**src/rtl/bist_ctrl.sv**
```systemverilog
// BIST session sequencer: seeds the external pattern LFSR, compacts CUT responses into a MISR
// and compares the signature with a golden value. Optional BIST_SIG_OUT_EN exposes the MISR as 'signature'.
module bist_ctrl #(
    parameter int unsigned NBIT  = 4,
    parameter int unsigned NPAT  = 15,
    parameter int unsigned CNT_W = 8
) (
    input  logic            clk,
    input  logic            rst,
    input  logic            start,
    input  logic [NBIT-1:0] seed,
    input  logic [NBIT-1:0] golden,
    input  logic [NBIT-1:0] cut_resp,
    output logic            lfsr_rst,
    output logic [NBIT-1:0] lfsr_seed,
    output logic            busy,
    output logic            done,
    output logic            pass
`ifdef BIST_SIG_OUT_EN
    ,
    output logic [NBIT-1:0] signature
`endif
);

    typedef enum logic [2:0] {
        S_IDLE,
        S_SEED,
        S_RUN,
        S_COMPARE,
        S_DONE
    } state_t;

    localparam logic [CNT_W-1:0] LAST_CNT = CNT_W'(NPAT - 1);

    state_t             r_state;
    state_t             w_next_state;
    logic [NBIT-1:0]    r_seed_q;
    logic [NBIT-1:0]    r_golden_q;
    logic [NBIT-1:0]    r_misr;
    logic [CNT_W-1:0]   r_cnt;
    logic               r_done;
    logic               r_pass;
    logic               w_start_ok;
    logic               w_last;
    logic [NBIT-1:0]    w_misr_shift;

    // start is only honoured when no session is in flight
    assign w_start_ok   = start && ((r_state == S_IDLE) || (r_state == S_DONE));
    assign w_last       = (r_cnt == LAST_CNT);
    assign w_misr_shift = {r_misr[NBIT-2:0], r_misr[NBIT-1] ^ r_misr[NBIT-2]};

    always_ff @(posedge clk) begin
        if (rst) begin
            r_state <= S_IDLE;
        end else begin
            r_state <= w_next_state;
        end
    end

    always_comb begin
        w_next_state = r_state;
        unique case (r_state)
            S_IDLE:    if (start) w_next_state = S_SEED;
            S_SEED:    w_next_state = S_RUN;
            S_RUN:     if (w_last) w_next_state = S_COMPARE;
            S_COMPARE: w_next_state = S_DONE;
            S_DONE:    if (start) w_next_state = S_SEED;
            default:   w_next_state = S_IDLE;
        endcase
    end

    always_comb begin
        busy      = (r_state == S_SEED) || (r_state == S_RUN) || (r_state == S_COMPARE);
        lfsr_rst  = rst || (r_state == S_SEED);
        lfsr_seed = r_seed_q;
        done      = r_done;
        pass      = r_pass;
    end

`ifdef BIST_SIG_OUT_EN
    assign signature = r_misr;
`endif

    always_ff @(posedge clk) begin
        if (rst) begin
            r_seed_q   <= '0;
            r_golden_q <= '0;
            r_misr     <= '0;
            r_cnt      <= '0;
            r_done     <= 1'b0;
            r_pass     <= 1'b0;
        end else begin
            case (r_state)
                S_IDLE, S_DONE: begin
                    if (w_start_ok) begin
                        r_seed_q   <= seed;
                        r_golden_q <= golden;
                        r_done     <= 1'b0;
                        r_pass     <= 1'b0;
                    end
                end
                S_SEED: begin
                    r_misr <= '0;
                    r_cnt  <= '0;
                end
                S_RUN: begin
                    r_misr <= w_misr_shift ^ cut_resp;
                    r_cnt  <= r_cnt + 1'b1;
                end
                S_COMPARE: begin
                    r_pass <= (r_misr == r_golden_q);
                    r_done <= 1'b1;
                end
                default: ;
            endcase
        end
    end

endmodule

```
**config.mk**
```make
export PLATFORM = sky130hd
export DESIGN_NAME = bist_ctrl
export DESIGN_NICKNAME = d
export VERILOG_FILES = /design/src/rtl/bist_ctrl.sv
export SDC_FILE = /design/constraint.sdc
export NUM_CORES = 1
export LEC_CHECK = 0
export CORE_UTILIZATION = 40
export CTS_CLUSTER_SIZE = 16
export DETAILED_ROUTE_END_ITERATION = 10
export GPL_TIMING_DRIVEN = 1
export SETUP_SLACK_MARGIN = 0.2
export SYNTH_ARGS = -nofsm -noshare
export SYNTH_HDL_FRONTEND = slang
export SYNTH_SLANG_ARGS = --single-unit
export TNS_END_PERCENT = 5
```
**constraint.sdc**
```tcl
create_clock -name clk -period 2.25 [get_ports clk]
set_input_delay 0.3375 -clock clk [delete_from_list [all_inputs] [get_ports clk]]
set_output_delay 0.3375 -clock clk [all_outputs]
set_load 0.03 [all_outputs]
```
-- Word level (Yosys, flattened, before mapping)
Cells that the tools add are included.
- output and inout port bits: 8
- bits of input ports: 15
- bits in registers: 25
- logic and storage cells: 39
- reduce and logical (&&, ||, !) cells: 12
- add/sub/neg operators: 1
- bitwise logic cells: 2
- equality and inequality tests: 9
- multiplexer cells: 8
- operator list (kind ; number):
    one-hot mux 8 bit (2 select lines) ; 1
    one-hot mux 3 bit (4 select lines) ; 1
    adder 8 x 1 -> 8 bit (second input constant) ; 1
    == test 8 x 4 -> 1 bit (second input constant) ; 1
    one-hot mux 4 bit (2 select lines) ; 1
    == test 3 x 2 -> 1 bit (second input constant) ; 2
    2-to-1 mux 3 bit ; 2
    AND reduction 2 bit ; 3
    == test 4 bit ; 1
    logical OR 1 bit ; 4
    inequality test 2 x 1 -> 1 bit (second input constant) ; 2
    one-hot mux 1 bit (2 select lines) ; 2
    nonzero test 2 bit ; 2
    bitwise XOR 4 bit ; 1
    == test 3 x 1 -> 1 bit (second input constant) ; 1
    == test 3 bit (second input constant) ; 1
    zero test 3 bit ; 1
    inequality test 2 bit (second input constant) ; 1
    OR reduction 2 bit ; 1
    logical AND 1 bit ; 1
    2-to-1 mux 1 bit ; 1
    bitwise XOR 1 bit ; 1

-- Depth between registers and ports, before layout
Gate-level depths: netlist of the first run.
- depth after elaboration: 5
- mapped depth: 5
- gate-level depth less buffers: 5

-- Worst setup path after synthesis of the first run
No wires, ideal clock.
- path type: register to output
- start point: reg r_state[0]
- end point: out lfsr_rst
- arrival time: 1.189 ns
- path slack: 0.723 ns
- path buffers: 1
- stages on the path, launching flop included: 4
- required time: 1.913 ns
- path through: dfxtp_1 -> buf_2 -> or3b_2 -> nand2b_1
- word-level cells in the longest chain between the ends: 2
- ends and longest elaborated chain (item ; line ; source):
    start, declared ; 35 ; state_t r_state;
    start signal, assigned ; 56 ; r_state <= w_next_state;
    == test 3 x 1 -> 1 bit ; 74 ; lfsr_rst = rst || (r_state == S_SEED);
    logical OR 1 bit ; 74 ;
    end, declared ; 14 ; output logic lfsr_rst,
No other way between the ends.

-- Final worst setup path of the first run
Same ends and word-level chain as after synthesis.

==> results of run 1 <==
-- metrics by stage --
| step | worst slack, ns | total power [mW] | instances | area (sq um) | util, % |
|---|---|---|---|---|---|
| floorplan | 0.723 | 0.583 | 129 | 1160 | - |
| global placement | 0.550 | 0.641 | 177 | 1400 | 50.8 |
| detailed placement | 0.520 | 0.643 | 177 | 1400 | 50.8 |
| CTS | 0.245 | 0.843 | 181 | 1430 | 51.8 |
| global route | 0.169 | 0.878 | 181 | 1430 | 51.9 |
| finish | 0.260 | 0.832 | 181 | 1430 | 51.9 |
-- power by group through the flow --
stage | Combinational [mW] | Sequential [mW] | Clock (mW)
global placement | 0.152 | 0.489 | 0
CTS | 0.154 | 0.480 | 0.209
detailed placement | 0.153 | 0.489 | 0
global route | 0.166 | 0.484 | 0.228
finish | 0.152 | 0.480 | 0.201
floorplan | 0.0883 | 0.495 | 0
-- layer usage --
metal / routed length (um) / part of all wire [%] / global-route usage, % / vias to the layer above
met2: 999 / 44 / 22.4 / 17
li1: - / - / - / 499
met4: 21 / 0.91 / 7.50 / 0
met3: 70 / 3.0 / 2.56 / 2
met5: 0 / 0 / 0 / -
met1: 1200 / 52 / 23.0 / 455
-- placed cells by master, fill, tap and decap left out, drive strengths merged, types with 4 or more instances in the layout --
| cell type | netlist | routed |
|---|---|---|
| a21oi | 12 | 12 |
| clkdlybuf4s50 | 0 | 20 |
| dfxtp | 25 | 25 |
| inv | 4 | 4 |
| mux2i | 8 | 8 |
| nand2 | 9 | 9 |
| nand3 | 9 | 9 |
| nor2 | 12 | 12 |
| o211ai | 4 | 4 |
| xnor2 | 5 | 5 |
| xor2 | 4 | 4 |
-- worst paths after layout --
kind	to	cells past startpoint
setup reg to reg	r_cnt[6]	3
hold / removal	done	2
setup / recovery	lfsr_rst	3
hold reg to reg	done	2
-- final cells by class --
class | instances | area (sq um) | share of cell area, %
clock inverters | 1 | 5.00 | 0.350
clock buffers | 3 | 22.5 | 1.57
multi-input cells | 93 | 613 | 42.8
well taps | 31 | 38.8 | 2.71
inverters | 4 | 15.0 | 1.05
flip-flops and latches | 25 | 502 | 35.1
repair buffers | 24 | 235 | 16.4
-- critical path: cells and delay by family, from the launching register on --
family        cells  cell delay [ns]
flops             1             0.44
simple gates      2             0.74
buf+inv           1             0.16
-- flip-flops by register name (all words and copies together) (netlist names) --
signal      flops
pass            1
r_cnt           8
r_golden_q      4
r_state         3
r_misr          4
done            1
lfsr_seed       4
-- cells by family (layout without fill, tap and decap cells) --
family	count (synthesis)	after routing
muxes	8	8
xor gates and xnor gates	9	9
adders and majority gates	2	2
AOI/OAI and AO/OA	26	26
buffers and inverters	11	32
DFF	25	25
and+or+nand+nor	48	48
-- repair_timing --
item,4_1_cts,5_1_grt
setup buffers,0,0
setup endpoints to repair,2,2
gates resized for setup,1,1
==> results.txt, run 1 <==
Pre-antenna DRT Iters: 4
initial drt markers: 18
Switching Share: 27.4%
P&R area growth vs syn: 23.7%
initial cell density of the core: 42.0%
fmax: 0.502 GHz
layout cells sized above 1: 8.00%
HP Start: done
die area: 3110 sq um
Reg clk slew, reported paths: 0.14 ns
main combinational cell family by area after synthesis: simple AND/OR/NAND/NOR gates
Synth Area in Compound Gates: 14.5%
asr flop ratio synth: 0%
CP max stage cell: or3b_2
R2R Setup Slk: 0.55 ns
Setup violations, final: 0
clk buf depth: 2
Tmin final: 1.99 ns
Sw Pwr: 228 uW
net count after synthesis: 146
Clk pwr share: 24.1%
detailed-placement wirelength estimate: 1.61 mm
CORE AREA: 2760 sq um
final critical-path share of the clock period: 88.5%
CTS tree: built
largest area contributor in the netlist: dfxtp_1
Max VDD drop: 0.000359 V
drc violations: 0
Post-synth EDFFs: 0
Yosys top cell area share: 43.2%
routability cong.: 0.777
ant diodes: 0
unrepaired setup endpoints after global routing: yes
largest net degree at the start of global routing: 28
DRT Wirelength: 2.30 mm
hold slack: 0.504 ns
Clk Latency, worst-skew pair: 0.31 ns
Int Power: 605 uW
via density per instance: 5.38
reg-to-reg startpoint: r_state[1]
Slew @ Worst Pin: 0.510 ns
clk sink count: 25
Sequential Power Share: 57.6%
Fillers: 273
Post-Synth Adder-Cell Area: 2.16%
clock root buffer master: clkbuf_4
register bit count reported by yosys: 25
count leader, synth: dfxtp_1
Post-Syn Area per Cell: 8.97 sq um
Yosys cell types: 35
Core Rows: 19
Static Leak: 0.517 nW
overall fraction of global-route tracks in use: 15.7%
slowest stage delay, CP: 0.62 ns
Post-synth top cells: dfxtp_1, a21oi_1, nor2_1
H-Tree Level Count: 1
io pins: 23
fin nets: 168
Post-CTS Hold Fix Bufs: 0
Setup crit start: r_state[0]
Worst EP arrival: 1.65 ns
Final Hold Violating Endpoints: 0
Sum Neg Setup Slack: 0 ns
antenna-violating nets left: 0
total gr overflow: 0
Hold WC Path Type: flip-flop to flip-flop
Critical Path End Type: output pin
status: complete, no violations
CP Launch Type: flip-flop
Post-Synthesis Cells: 129
ys flop type: dfxtp_1
max_slew headroom: 65.9%
crit-path max FO: 13
proportion of synthesized area in mux cells: 6.92%
post-synthesis sequential area ratio: 43.2%
Mapped Area: 1160 sq um
wire per inst: 12.7 um
Vias: 973
CP Class: flip-flop to output pin
pwr dens: 582 nW/um^2
Critical Path RT: 1.91 ns
antenna violations before repair: 0
Buffers on Ports: 22
Die Y: 55.8 um
cts bufs inserted: 3
vias in the first global route: 891
Synth Area in XOR/XNOR: 6.81%
Max Cap Viol: 0
worst setup skew after layout: 0.00148 ns
global-route wire length before repair: 3.96 mm
top post-synthesis cells by area: dfxtp_1, mux2i_1, a21oi_1, nand3_1, nor2_1
Yosys Warn Count: 0
Die W: 55.8 um
Critical Path, Cell by Cell: or3b_2 > nand2b_1 > buf_4
simple-gate area share of the yosys netlist: 22.6%
Gate power share: 18.3%
Slew Limit Fails: 0
(Power assumes the default switching activity.)
==> inputs of run 2 (changes only) <==
CTS_CLUSTER_DIAMETER = 200   (was default)
==> results of run 2 <==
Same layout as run 1: the final DEF is identical, and so are final timing and power.
